[config.mk]
export PLATFORM = sky130hd
export DESIGN_NAME = counting_sort_stream
export DESIGN_NICKNAME = d
export VERILOG_FILES = /design/src/rtl/counting_sort_pkg.sv /design/src/rtl/counting_sort_stream_count_bank.sv /design/src/rtl/counting_sort_stream.sv
export SDC_FILE = /design/constraint.sdc
export NUM_CORES = 1
export LEC_CHECK = 0
export BUFFER_PORTS_ARGS = -buffer_cell sky130_fd_sc_hd__buf_4
export CAP_MARGIN = 20
export CORE_MARGIN = 2
export CORE_UTILIZATION = 40
export DETAILED_ROUTE_END_ITERATION = 16
export PLACE_DENSITY = 0.61
export SLEW_MARGIN = 20
export SYNTH_ARGS = -nofsm -noshare
export SYNTH_HDL_FRONTEND = slang
export SYNTH_SLANG_ARGS = --single-unit
[constraint.sdc]
create_clock -name clk_i -period 4.4 [get_ports clk_i]
set_clock_uncertainty 0.2 [all_clocks]
set_input_delay 0.88 -clock clk_i [delete_from_list [all_inputs] [get_ports clk_i]]
set_output_delay 0.88 -clock clk_i [all_outputs]
set_load 0.005 [all_outputs]
[src/rtl/counting_sort_pkg.sv]
// Shared types and helpers for the streaming counting sorter.
// Scan direction is selected with COUNTING_SORT_DESCENDING_EN, which the top level uses.
package counting_sort_pkg;

  // Controller phases: the batch is collected in LOAD and emitted in EMIT.
  typedef enum logic {
    LOAD = 1'b0,
    EMIT = 1'b1
  } state_e;

  // A bin must be able to hold a count from 0 to size inclusive.
  function automatic int unsigned cnt_width(input int unsigned size);
    return $clog2(size + 1);
  endfunction

endpackage

[src/rtl/counting_sort_stream_count_bank.sv]
// count_bank: NUM_BINS x CNT_W histogram register file.
// Increments and decrements happen on separate ports. The read is combinational,
// and a synchronous clear zeroes every bin.
module count_bank
  import counting_sort_pkg::*;
#(
  parameter int unsigned NUM_BINS = 32,
  parameter int unsigned ADDR_W   = 5,
  parameter int unsigned CNT_W    = 3
) (
  input  logic              clk_i,
  input  logic              clr_i,
  input  logic              inc_en_i,
  input  logic [ADDR_W-1:0] inc_addr_i,
  input  logic              dec_en_i,
  input  logic [ADDR_W-1:0] dec_addr_i,
  input  logic [ADDR_W-1:0] rd_addr_i,
  output logic [CNT_W-1:0]  rd_data_o
);

  logic [CNT_W-1:0] bins_q [NUM_BINS];

  // Histogram update: the clear has priority, then the increment or the decrement.
  // NOTE: the whole bank is cleared on reset. An interrupted batch would otherwise
  // leave nonzero bins that corrupt the next batch, because there is no clear phase.
  always_ff @(posedge clk_i) begin
    if (clr_i) begin
      bins_q <= '{default: '0};
    end else begin
      if (inc_en_i) bins_q[inc_addr_i] <= bins_q[inc_addr_i] + CNT_W'(1);
      if (dec_en_i) bins_q[dec_addr_i] <= bins_q[dec_addr_i] - CNT_W'(1);
    end
  end

  assign rd_data_o = bins_q[rd_addr_i];

endmodule

[src/rtl/counting_sort_stream.sv]
// counting_sort_stream: builds a histogram of a DATA_SIZE-key batch, then emits
// the keys in sorted order. Each bin drains to zero as its keys are emitted.
// Define COUNTING_SORT_DESCENDING_EN to scan bins from high to low, which gives
// non-increasing output.
module counting_sort_stream
  import counting_sort_pkg::*;
#(
  parameter int unsigned DATA_WIDTH = 5,
  parameter int unsigned DATA_SIZE  = 4
) (
  input  logic                  clk_i,
  input  logic                  rst_i,
  input  logic                  write_valid_i,
  output logic                  write_ready_o,
  input  logic [DATA_WIDTH-1:0] write_data_i,
  input  logic                  read_ready_i,
  output logic                  read_valid_o,
  output logic [DATA_WIDTH-1:0] read_data_o,
  output logic                  read_last_o
);

  localparam int unsigned NUM_BINS = 1 << DATA_WIDTH;
  localparam int unsigned CNT_W    = cnt_width(DATA_SIZE);
  localparam logic [CNT_W-1:0] LAST_CNT = CNT_W'(DATA_SIZE - 1);

`ifdef COUNTING_SORT_DESCENDING_EN
  localparam logic [DATA_WIDTH-1:0] FIRST_BIN = DATA_WIDTH'(NUM_BINS - 1);
`else
  localparam logic [DATA_WIDTH-1:0] FIRST_BIN = '0;
`endif

  state_e                state_q, state_d;
  logic [CNT_W-1:0]      in_cnt_q, in_cnt_d;
  logic [CNT_W-1:0]      out_cnt_q, out_cnt_d;
  logic [DATA_WIDTH-1:0] bin_q, bin_d;
  logic [DATA_WIDTH-1:0] bin_step;
  logic [CNT_W-1:0]      bin_cnt;
  logic                  wr_hs;
  logic                  rd_hs;

  // The scan never runs past the last bin, so a plain step is enough.
`ifdef COUNTING_SORT_DESCENDING_EN
  assign bin_step = bin_q - DATA_WIDTH'(1);
`else
  assign bin_step = bin_q + DATA_WIDTH'(1);
`endif

  count_bank #(
    .NUM_BINS (NUM_BINS),
    .ADDR_W   (DATA_WIDTH),
    .CNT_W    (CNT_W)
  ) u_bank (
    .clk_i      (clk_i),
    .clr_i      (rst_i),
    .inc_en_i   (wr_hs),
    .inc_addr_i (write_data_i),
    .dec_en_i   (rd_hs),
    .dec_addr_i (bin_q),
    .rd_addr_i  (bin_q),
    .rd_data_o  (bin_cnt)
  );

  // Handshakes and port outputs. Writes and reads are exclusive by state.
  always_comb begin
    write_ready_o = (state_q == LOAD);
    read_valid_o  = (state_q == EMIT) && (bin_cnt != '0);
    read_data_o   = (state_q == EMIT) ? bin_q : '0;
    read_last_o   = read_valid_o && (out_cnt_q == LAST_CNT);
    wr_hs         = write_valid_i && write_ready_o;
    rd_hs         = read_valid_o && read_ready_i;
  end

  // Next state: count keys in, then walk the bins and drain them.
  // NOTE: every next-state signal defaults to its current value first, so no
  // path through the case leaves a signal unassigned and no latch is inferred.
  always_comb begin
    state_d   = state_q;
    in_cnt_d  = in_cnt_q;
    out_cnt_d = out_cnt_q;
    bin_d     = bin_q;
    unique case (state_q)
      LOAD: begin
        if (wr_hs) begin
          if (in_cnt_q == LAST_CNT) begin
            in_cnt_d = '0;
            state_d  = EMIT;
          end else begin
            in_cnt_d = in_cnt_q + CNT_W'(1);
          end
        end
      end
      EMIT: begin
        if (bin_cnt == '0) begin
          bin_d = bin_step;
        end else if (rd_hs) begin
          if (out_cnt_q == LAST_CNT) begin
            out_cnt_d = '0;
            bin_d     = FIRST_BIN;
            state_d   = LOAD;
          end else begin
            out_cnt_d = out_cnt_q + CNT_W'(1);
          end
        end
      end
      default: state_d = LOAD;
    endcase
  end

  // State registers with synchronous reset.
  // NOTE: sequential state uses non-blocking assignments only, so every register
  // samples the values from before the edge, whatever order the statements are in.
  always_ff @(posedge clk_i) begin
    if (rst_i) begin
      state_q   <= LOAD;
      in_cnt_q  <= '0;
      out_cnt_q <= '0;
      bin_q     <= FIRST_BIN;
    end else begin
      state_q   <= state_d;
      in_cnt_q  <= in_cnt_d;
      out_cnt_q <= out_cnt_d;
      bin_q     <= bin_d;
    end
  end

endmodule

==> results of run 1 <==
area by class of cell:
type | count | area share
Sequential cell | 108 | 0.280
Tap cell | 225 | 0.0364
Multi-Input combinational cell | 606 | 0.588
Inverter | 8 | 0.00389
Timing Repair Buffer | 51 | 0.0533
Clock inverter | 4 | 0.00631
Clock buffer | 12 | 0.0319
flip-flops by register name (all words and copies together) (netlist names):
signal / cells
u_bank.bins_q: 96
state_q: 1
bin_q: 5
in_cnt_q: 3
out_cnt_q: 3
cells by family after synthesis:
kind of cell / share of synthesized area
flops: 0.303
mux: 0.155
compound gates: 0.211
buf+inv: 0.0611
simple gates: 0.249
xor+xnor: 0.00491
fa+ha+maj: 0.0158
through the flow:
stage | setup WS [ps] | hold WS (ps) | total power [W] | cell area, um2 | util
floorplan | 587 | 209 | 0.00113 | 7130 | -
global placement | 570 | 219 | 0.00118 | 7430 | 0.428
detailed placement | 563 | 225 | 0.00118 | 7430 | 0.428
CTS | 252 | 235 | 0.00201 | 7720 | 0.445
global route | 144 | 255 | 0.00207 | 7730 | 0.445
finish | 260 | 237 | 0.00201 | 7730 | 0.445
synthesized netlist by cell type (6+ instances only):
library cell	count	area, um2
nand4_1	26	163
a221oi_1	26	228
and3_1	38	238
ha_1	9	113
nand3_1	15	75.1
a21oi_1	36	180
clkbuf_1	41	154
buf_2	27	135
nor3b_1	6	45.0
and2_1	9	56.3
a22oi_1	14	105
dfxtp_1	108	2160
nor3_2	19	190
mux2i_1	19	190
or3b_2	6	52.6
a211oi_1	90	676
nand2_1	57	214
o221ai_1	8	70.1
mux4_2	39	878
buf_6	9	101
a221oi_2	7	105
inv_1	8	30.0
nor2_1	98	368
nor3_1	34	170
worst max-delay path: cells and delay by family, from the launching register on:
kind	cells	cell delay, ps
flops	1	480
mux	1	500
fa+ha+maj	2	380
compound gates	1	320
simple gates	3	520
buf+inv	3	490
layout by cell type (no fill, tap or decap), drive strengths merged, types with 3 or more instances in the layout:
cell	instances
a22oi	17
and3	38
a211oi	90
nand4	27
o221ai	8
buf	51
mux2i	19
a22o	4
and3b	5
and2	9
clkbuf	12
or3	5
nand3b	5
nand3	15
inv	8
nor2b	4
nor2	99
a221oi	33
xor2	3
a21oi	36
dfxtp	108
mux4	40
ha	9
nand2	57
nor3b	6
nor3	53
o21ai	5
or3b	6
clkinv	3
layer usage:
layer | vias up | track usage | routed length, um
met3 | 70 | 0.0464 | 2120
met5 | - | 0 | 0
met1 | 3447 | 0.356 | 10100
li1 | 3068 | - | -
met2 | 398 | 0.412 | 11300
met4 | 0 | 0.113 | 781
path summary, 6_finish.rpt:
check	slack, ps	end	from	depth (start not counted)
worst min-delay path	240	in_cnt_q[2]	in_cnt_q[2]	2
worst max-delay path	260	read_last_o	bin_q[0]	10
worst max register to register	660	u_bank.bins_q[57]	bin_q[0]	13
worst min register to register	240	in_cnt_q[2]	in_cnt_q[2]	2
power breakdown:
part | switching, W | total [W] | internal, W
clock network | 0.000391 | 0.000849 | 0.000458
registers | 0.00000857 | 0.000994 | 0.000985
logic | 0.000114 | 0.000168 | 0.0000533
==> flow_results.org, run 1 <==
** Worst setup path
- Crit path DAT :: 3060 ps
- On the critical path, the stage with the largest delay is an instance of mux4_2.
- Kind of capture point of the worst setup path :: output pin
- Max incr delay on CP :: 500 ps
- STA classifies the critical path startpoint as a flop.
- CP cell instances :: buf_12 -> mux4_2 -> a22oi_1 -> and4_1 -> ha_1 -> ha_1 -> nor2b_1 -> buf_4 -> and3_1 -> buf_4
- Crit Path Max Fanout :: 14
- Kind of critical path :: flop to output pin
- Critical path data required time :: 3320 ps

** GRT
- The first global-routing pass estimated 37800 um of wire.
- Via count of the first global-routing pass :: 6639
- Number of antenna violations at the first check in global routing :: 0
- For this run the aggregate overflow at the end of global routing stands at 0.
- Entering global routing, the biggest net connects 96 pins.
- Global-route total usage across every layer :: 0.263

** Worst hold path
- In this run the worst hold path is classified as flop to flop.

** Yosys
- Yosys reg bits :: 108
- After synthesis, the mean cell area works out to 8.89 um2.
- Number of enable-type register cells in the synthesized netlist :: 0
- Post-Synthesis Net Count :: 820
- Synthesis instantiated 49 different standard cells from the library.
- After technology mapping, the gate count stands at 802.
- Async set-reset flop share out of synthesis :: 0
- Among all flip-flop cells after synthesis, the most frequent one is dfxtp_1.
- Sequential-to-total area share from yosys stat :: 0.303
- During synthesis, Yosys emitted a total of 0 warnings.
- The synthesized netlist occupies a cell area of 7130 um2.

** Floorplanning
- The floorplan has 48 rows.
- Measured along the y axis, the die boundary spans 138 um.
- Full die area :: 18900 um2
- Top-level port count :: 17
- Placeable core region :: 17400 um2
- Starting utilization of the core area :: 0.411
- Overall die width :: 138 um

** Power and ir drop
- Peak VDD IR :: 0.000194 V
- Power density normalized to cell area :: 260 nW/um2
- The analysis attributes to cell leakage a power of 2.54 nW.

** Timing
- In this run the tightest slew margin relative to its limit is 0.394.
- Setup repair after global routing left no endpoint under its margin.
- Final setup violation count :: 0
- Timing would allow up to 242 MHz.
- Period minus WS final :: 4140 ps
- Adding up every negative setup slack in the final design gives 0 ps.
- Slew at the pin closest to its max-slew limit :: 909 ps
- Final Hold Viols :: 0
- The count of final max-slew check failures was 0.
- Final critical-path share of the clock period :: 0.941

** Place
- Buffers placed on the I/O ports in this run total 16.
- After detailed placement, the design holds a cell count of 998.
- At the end of routability-driven placement, the weighted congestion stood at 0.934.
- Detailed placement finished with a half-perimeter wire length of 16500 um.

** Run
- Max capacitance violation total :: 0

** Routing
- Detailed Route WL :: 24300 um
- For this run, the detailed router's first-pass iteration total came to 5.
- Vias/cell :: 6.89
- 1st-iter DRT viols :: 933
- In the final routed layout, each cell accounts on average for 23.9 um.
- Number of antenna-violating nets in the routed design :: 0
- The final route contains 6983 vias.
- In the routed design, unresolved DRC markers number 0.

** Finish
- ANT cells :: 0
- Leaving out filler cells and counting taps, the final layout contains 1014.
- The filler cells instantiated in the layout total 1665.
- Area of combinational cells with multiple inputs :: 4550 um2
- Relative to the synthesized area, the layout overhead comes to 8.39%.
- Of the cells placed in the final design, the portion with a size suffix greater than 1 is 0.188.
- Final nets :: 802
- Registers take 2160 um2.

** Clocking
- Counting the buffers created by CTS gives 9.
- TritonCTS built the clock tree.
- Clock edge transition at the registers on the reported setup and hold paths :: 70 ps
- Later-pin clock latency in the skew report :: 360 ps
- In this run the clock root is driven by a clkbuf_16.
- Buffers inserted during post-CTS setup optimization :: 0
- No sink is reached through more buffers than the 2 on the longest clock path.
- Counting every sink on the clock net gives 108.
- # H-tree levels :: 3
- Quantity of hold-fixing buffers added after cts :: 0
- After clock tree synthesis, the repair step resized 0 gates.

** Run status
- The flow ran to the end, and the final reports show no timing, DRC or antenna violations.
No activity file was read; power rests on OpenSTA's default activity.
==> run 2: changes to the inputs <==
Settings changed: GPL_TIMING_DRIVEN from default to 0.
==> flow_results.org, run 2 (synthesized netlist as in run 1, its figures left out) <==
** Run status
- Status :: completed

** Worst setup path
- Crit Path Max Fanout :: 10 (-4)
- The data arrival at the endpoint of the critical path is 4390 ps (+1330 ps).
- The worst setup path is of the primary input to flop kind.
- Kind of capture point of the worst setup path :: flop
- Cell count of the worst reg-to-reg path :: 17 (+4)
- Flop2flop setup slack :: 190 ps (-470 ps)
- Critical path data required time :: 4480 ps (+1160 ps)
- Reg2reg end :: u_bank.bins_q[60]
- FF-to-FF Start :: bin_q[0]
- CP Launch Type :: primary input

** Finish
- The layout cell share with drive strength beyond 1 came to 0.195 (+0.00760).
- The final instance area came to 7920 um2 (+2.5%).
- The number of flip-flops under the largest register name was 96 (unchanged).
- The area occupied by multi-input gates is 4560 um2 (+0.25%).
- Leaving out fill and tap cells, the most frequent cells in the layout are 106 x dfxtp_1, 96 x nor2_1, 90 x a211oi_1.
- Ranked by flip-flop count, first place goes to u_bank.bins_q.
- Final nets :: 844 (+5.2%)
- Layout fillers :: 1671 (+0.36%)
- Area used by sequential logic in the layout :: 2160 um2 (about the same)
- From synthesis to final layout, the design area changed by 11.1%.
- Most common cell after layout, fill and taps aside :: dfxtp_1
- The largest registers in the layout are u_bank.bins_q x96, bin_q x5.
- Number of standard cells in the final layout excluding fillers :: 1055 (+4.0%)
- The number of antenna repair diodes is 0 (unchanged).
- Util after Layout :: 0.457 (+0.0112)

** Timing
- Slew at the pin closest to its max-slew limit :: 1220 ps (+315 ps)
- Final max-slew violation count :: 0 (unchanged)
- The count of endpoints failing hold in the final timing report is 0 (unchanged).
- The upper clock frequency limit came to 232 MHz (-4.1%).
- Total negative slack for setup checks :: 0 ps (unchanged)
- Setup repair after global routing missed its margin :: no
- The total of endpoints with negative setup slack in the final report came to 0 (unchanged).
- The worst max-slew margin expressed relative to the limit came to 0.179 (-0.214).
- Period minus WS final :: 4320 ps (+178 ps)
- Final critical-path share of the clock period :: 0.981 (+0.0404)

** Place
- Final RePlAce weighted congestion :: 1.01 (+7.9%)
- The post-placement cell area came to 7520 um2 (+1.2%).
- The number of port buffers came to 14 (-2).
- HPWL after detailed placement :: 20900 um (+27%)
- The number of placed instances with taps included came to 1041 (+4.3%).

** Clocking
- The H-tree depth came to 3 (unchanged).
- Number of buffers on the longest clock path :: 2 (unchanged)
- TritonCTS clock tree :: done
- Cell at the root of the clock tree :: clkbuf_16
- Later-pin clock latency in the skew report :: 380 ps (+20 ps)
- The clock-pin slew on the worst setup and hold paths was 80 ps (about the same).
- The total CTS buffers is 9 (unchanged).
- The number of hold buffers added after cts came to 0 (unchanged).
- Num Clock Sinks :: 108 (unchanged)

** Routing
- The initial detailed-routing violation count is 1264 (+35%).
- The wire length on met2 came to 12500 um (+10%).
- Number of DRC violations after detailed routing :: 0 (unchanged)
- The first-pass detailed-route iteration total came to 8 (+3).
- Met3 wire length :: 3970 um (+87%)
- The routed via count came to 7365 (+5.5%).
- The final wirelength is 30000 um (+23%).
- Number of antenna-violating nets in the routed design :: 0 (unchanged)
- After detailed routing, no signal wire sits above met4.
- Wl on met1 :: 11800 um (+17%)
- The wire length per cell came to 28.4 um (+19%).
- Vias/cell :: 6.98 (+1.4%)

** Power and ir drop
- Pleak :: 2.61 nW (+2.8%)
- The largest voltage drop on the vdd net was 0.000207 V (+6.8%).
- The total power per unit cell area was 265 nW/um2 (+2.1%).

** Floorplanning
- The effective utilization at floorplan is 0.411 (unchanged).
- Full die area :: 18900 um2 (unchanged)
- Die Height :: 138 um (unchanged)
- The number of cell rows was 48 (unchanged).
- The die span in x is 138 um (unchanged).
- The number of top-level pins came to 17 (unchanged).
- Placeable core region :: 17400 um2 (unchanged)

** GRT
- Via count of the first global-routing pass :: 6733 (+1.4%)
- Largest net degree at the start of global routing :: 18 (-81%)
- Number of antenna violations at the first check in global routing :: 1 (+1)
- Global-route wire length before repair :: 43800 um (+16%)
- Global-route total usage across every layer :: 0.327 (+0.0643)
- Total grt overflow :: 0 (unchanged)

** Worst hold path
- Worst hold path class :: flop to flop
- Worst Hold End :: in_cnt_q[2]
- Critical hold path startpoint :: in_cnt_q[2]
- The cell depth of the worst min-delay path is 2 (unchanged).

** Run
- The max-cap violation count is 0 (unchanged).
## run 2: changes by cell type in the layout (fill, tap and decap cells not counted), moves of 2 or more
| cell | previous run | this run |
|---|---|---|
| clkbuf_1 | 2 | 34 |
| buf_4 | 48 | 19 |
| buf_2 | 0 | 20 |
| buf_6 | 1 | 12 |
| clkbuf_2 | 0 | 3 |
| clkbuf_4 | 0 | 2 |
| nand2_1 | 57 | 55 |
| nand2_2 | 0 | 2 |
| nor2_1 | 98 | 96 |
| nor2_2 | 1 | 3 |
## run 2: metal layers
| metal | vias up | track usage |
|---|---|---|
| met5 | - | 0 |
| met4 | 0 | 0.179 |
| met3 | 132 | 0.104 |
| met2 | 570 | 0.461 |
| met1 | 3511 | 0.441 |
| li1 | 3152 | - |
## run 2: critical path, cell delays in order
cell      delay, ps
buf_4           110
buf_2           370
buf_2           390
buf_2           420
mux4_2          410
a22oi_1         340
nand4_1         140
ha_1            420
clkbuf_2        360
and3_1          230
a211oi_1         60
a211oi_1        270
## run 2: power by group
group	total (W)	internal (W)	switching (W)
registers	0.000993	0.000985	0.00000762
clock network	0.000904	0.000497	0.000407
logic	0.000207	0.0000612	0.000146
## run 2: final cells by class
type	instances	area share
buffer	79	0.0592
clock buffer	9	0.0284
clock inverter	6	0.0114
inverter	8	0.00379
multi-input combinational	606	0.575
sequential	108	0.273
tap	225	0.0355
timing repair buffer	14	0.0133
## run 2: metrics by stage
stage               power, W  worst slack [ps]  hold WS (ps)
floorplan            0.00113               587           209
global placement     0.00121             -1210           218
detailed placement   0.00121             -1200           225
CTS                  0.00210              37.0           239
global route         0.00215              8.22           281
finish               0.00210              82.5           241
## run 2: worst max path at each step
stage                        end  slack, ps  cells after the start             from
5_1_grt        u_bank.bins_q[11]          8                     16         bin_q[4]
4_1_cts              read_last_o         40                     12         bin_q[0]
3_3_place_gp   u_bank.bins_q[75]      -1210                     16         bin_q[1]
3_5_place_dp   u_bank.bins_q[75]      -1200                     16         bin_q[1]
2_1_floorplan  u_bank.bins_q[77]        590                     16         bin_q[1]
6_report       u_bank.bins_q[49]         80                     12  write_data_i[1]
## run 2: repair_timing
action                     CTS  global route
setup endpoints to repair  104            66
resized for setup           22            20
setup buffers                0             0
==> run 3: changes to the inputs <==
Settings changed: CTS_BUF_LIST from default to sky130_fd_sc_hd__clkbuf_2 sky130_fd_sc_hd__clkbuf_4 sky130_fd_sc_hd__clkbuf_8.
==> flow_results.org, run 3 (synthesized netlist as in run 1, its figures left out) <==
** Run status
- The flow ran to the end, and the final reports show no timing, DRC or antenna violations.

** Floorplanning
- Top-level port count :: 17 (unchanged)
- Total number of placement rows :: 48 (unchanged)
- The placeable core area was 17400 um2 (unchanged).
- The overall die area is 18900 um2 (unchanged).
- Starting utilization of the core area :: 0.411 (unchanged)
- The die span in x came to 138 um (unchanged).
- The height of the die is 138 um (unchanged).

** Routing
- The wire length per cell is 28.4 um (about the same).
- The remaining number of nets flagged by the antenna check after routing came to 0 (unchanged).
- The number of DRC violations after detailed routing was 0 (unchanged).
- The initial detailed-routing violation count came to 1265 (+0.079%).
- The routed via count came to 7329 (-0.49%).
- The first-pass detailed-route iteration total came to 10 (+2).
- Detailed Route WL :: 29900 um (about the same)
- The via count normalized by instance count is 6.95 (-0.49%).

** GRT
- Via count of the first global-routing pass :: 6709 (-0.36%)
- Total grt overflow :: 0 (unchanged)
- The aggregate global-route resource usage came to 0.325 (-0.00154).
- The pin count of the biggest net entering global routing is 18 (unchanged).
- The first-pass GRT wire length was 43800 um (about the same).
- Number of antenna violations at the first check in global routing :: 0 (-1)

** Timing
- The measured slew at the worst slew-check pin was 1220 ps (-2.45 ps).
- The count of final max-slew check failures is 0 (unchanged).
- Period minus WS final :: 4360 ps (+39.5 ps)
- Total negative slack for setup checks :: 0 ps (unchanged)
- The final setup slack of the worst path came to 43.0 ps (-39.5 ps).
- The post-route clock period utilization is 0.990 (+0.00897).
- The smallest hold slack came to 247 ps (+6.10 ps).
- Final Hold Viols :: 0 (unchanged)
- The upper clock frequency limit was 230 MHz (-0.91%).
- The total of endpoints with negative setup slack in the final report was 0 (unchanged).
- Normalized max-slew margin :: 0.181 (+0.00164)

** Worst setup path
- STA classifies the critical path endpoint as an output pin.
- The data required time at the worst endpoint came to 3320 ps (-1160 ps).
- In this run the critical register-to-register path is captured at u_bank.bins_q[30].
- CP Launch Type :: flop
- The slack of the worst reg-to-reg path is 180 ps (about the same).
- Crit Path Max Fanout :: 10 (unchanged)
- The startpoint identified for the worst register-to-register timing path is bin_q[1].
- The critical path in this run is classified as flop to output pin.
- Cell count of the worst reg-to-reg path :: 16 (-1)
- Crit path DAT :: 3280 ps (-1110 ps)

** Place
- The number of placed instances with taps included came to 1041 (unchanged).
- The number of port buffers was 14 (unchanged).
- HPWL after detailed placement :: 20900 um (unchanged)
- Pre-CTS setup slack :: -1200 ps (unchanged)
- The placer's final routability congestion estimate is 1.01 (unchanged).

** Finish
- Number of standard cells in the final layout excluding fillers :: 1055 (unchanged)
- The number of antenna repair diodes is 0 (unchanged).
- Number of flip-flops in the largest register :: 96 (unchanged)
- Leaving out fill and tap cells, the most frequent cells in the layout are 107 x dfxtp_1, 93 x nor2_1, 90 x a211oi_1.
- More flip-flops sit in one register than any other, and that register is u_bank.bins_q.
- The net count reported at finish came to 844 (unchanged).
- Most common cell after layout, fill and taps aside :: dfxtp_1
- Top Registers :: u_bank.bins_q x96, bin_q x5
- The layout cell share with drive strength beyond 1 was 0.196 (+0.00120).
- Util after Layout :: 0.451 (-0.00541)
- The area growth from synthesis to layout is 9.81%.

** Clocking
- The clock insertion delay at the later pin of the skew report is 420 ps (+40 ps).
- Clock buffers created by TritonCTS :: 9 (unchanged)
- The number of hold buffers added after cts was 0 (unchanged).
- The maximum clock insertion buffer count came to 2 (unchanged).
- Clock edge transition at the registers on the reported setup and hold paths :: 110 ps (+30 ps)
- Cell at the root of the clock tree :: clkbuf_8
- The sink count of the clock tree was 108 (unchanged).
- # H-tree levels :: 3 (unchanged)
- TritonCTS built the clock tree.

** Worst hold path
- Cells on Worst Hold Path :: 2 (unchanged)
- The worst hold path terminates at in_cnt_q[2].
- In this run the most critical hold path is launched from in_cnt_q[2].
- Worst hold path class :: flop to flop

** Power and ir drop
- Sw power :: 0.000536 W (-4.4%)
- Power density normalized to cell area :: 243 nW/um2 (-8.5%)
- Pleak :: 2.57 nW (-1.8%)
- Internal power of the cells :: 0.00137 W (-12%)
- The net switching share of the total power was 0.282 (+0.0153).
- The combinational cell fraction of total power was 0.109 (+0.011).
- Power share of the sequential group :: 0.522 (+0.050)
- The largest voltage drop on the vdd net was 0.000175 V (-15%).
- Proportion of power drawn by the clock network :: 0.368 (-0.062)

** Run
- Max capacitance violation total :: 0 (unchanged)
==> run 3: cell counts in the layout (fill, tap and decap cells not counted) <==
No cell type changed its count.
==> run 3: worst max-delay path, stage by stage (launching register included) <==
cell and delay, ps:
dfxtp_1 380, clkbuf_4 280, buf_4 270, buf_4 290
mux4_2 370, a22oi_1 290, and3_1 200, ha_1 150
ha_2 240, nor2b_2 90, and3_1 180, buf_4 130
==> run 3: final cells by class <==
| cell class | instances | area (um2) |
|---|---|---|
| fillers | 1688 | 9530 |
| multi-input cells | 606 | 4560 |
| flip-flops and latches | 108 | 2160 |
| plain buffers | 79 | 473 |
| well taps | 225 | 282 |
| clock buffers | 9 | 124 |
| repair buffers | 14 | 105 |
| clock inverters | 6 | 90.1 |
| inverters | 8 | 30.0 |
==> run 3: metal layers <==
metal | share of wire | vias up | global-route usage
met3 | 0.12 | 126 | 0.0898
met4 | 0.056 | 0 | 0.176
met2 | 0.41 | 588 | 0.457
li1 | - | 3147 | -
met1 | 0.40 | 3468 | 0.450
met5 | 0 | - | 0
==> run 3: worst max path at each step <==
| stage | from | endpoint | slack (ps) |
|---|---|---|---|
| floorplan | bin_q[1] | u_bank.bins_q[77] | 590 |
| global placement | bin_q[1] | u_bank.bins_q[75] | -1210 |
| detailed placement | bin_q[1] | u_bank.bins_q[75] | -1200 |
| CTS | bin_q[0] | read_last_o | 6 |
| global route | bin_q[2] | u_bank.bins_q[74] | -30 |
| finish | bin_q[1] | read_last_o | 40 |
==> run 3: stage by stage <==
step	power, W	area (um2)
finish	0.00190	7830
global route	0.00194	7830
CTS	0.00189	7780
detailed placement	0.00121	7520
global placement	0.00121	7520
floorplan	0.00113	7130
==> run 3: what timing repair did <==
action | 4_1_cts | 5_1_grt
hold endpoints to repair | 0 | 0
buffers inserted | 0 | 0
resized for setup | 20 | 26
setup endpoints to repair | 104 | 68
==> run 3: power by group through the flow <==
stage / clock network [W] / logic [W] / registers [W]
final: 0.000700 / 0.000208 / 0.000993
after global placement: 0 / 0.000195 / 0.00101
after detailed placement: 0 / 0.000195 / 0.00101
after global routing: 0.000734 / 0.000212 / 0.000994
after floorplan: 0 / 0.000123 / 0.00101
after CTS: 0.000701 / 0.000197 / 0.000993
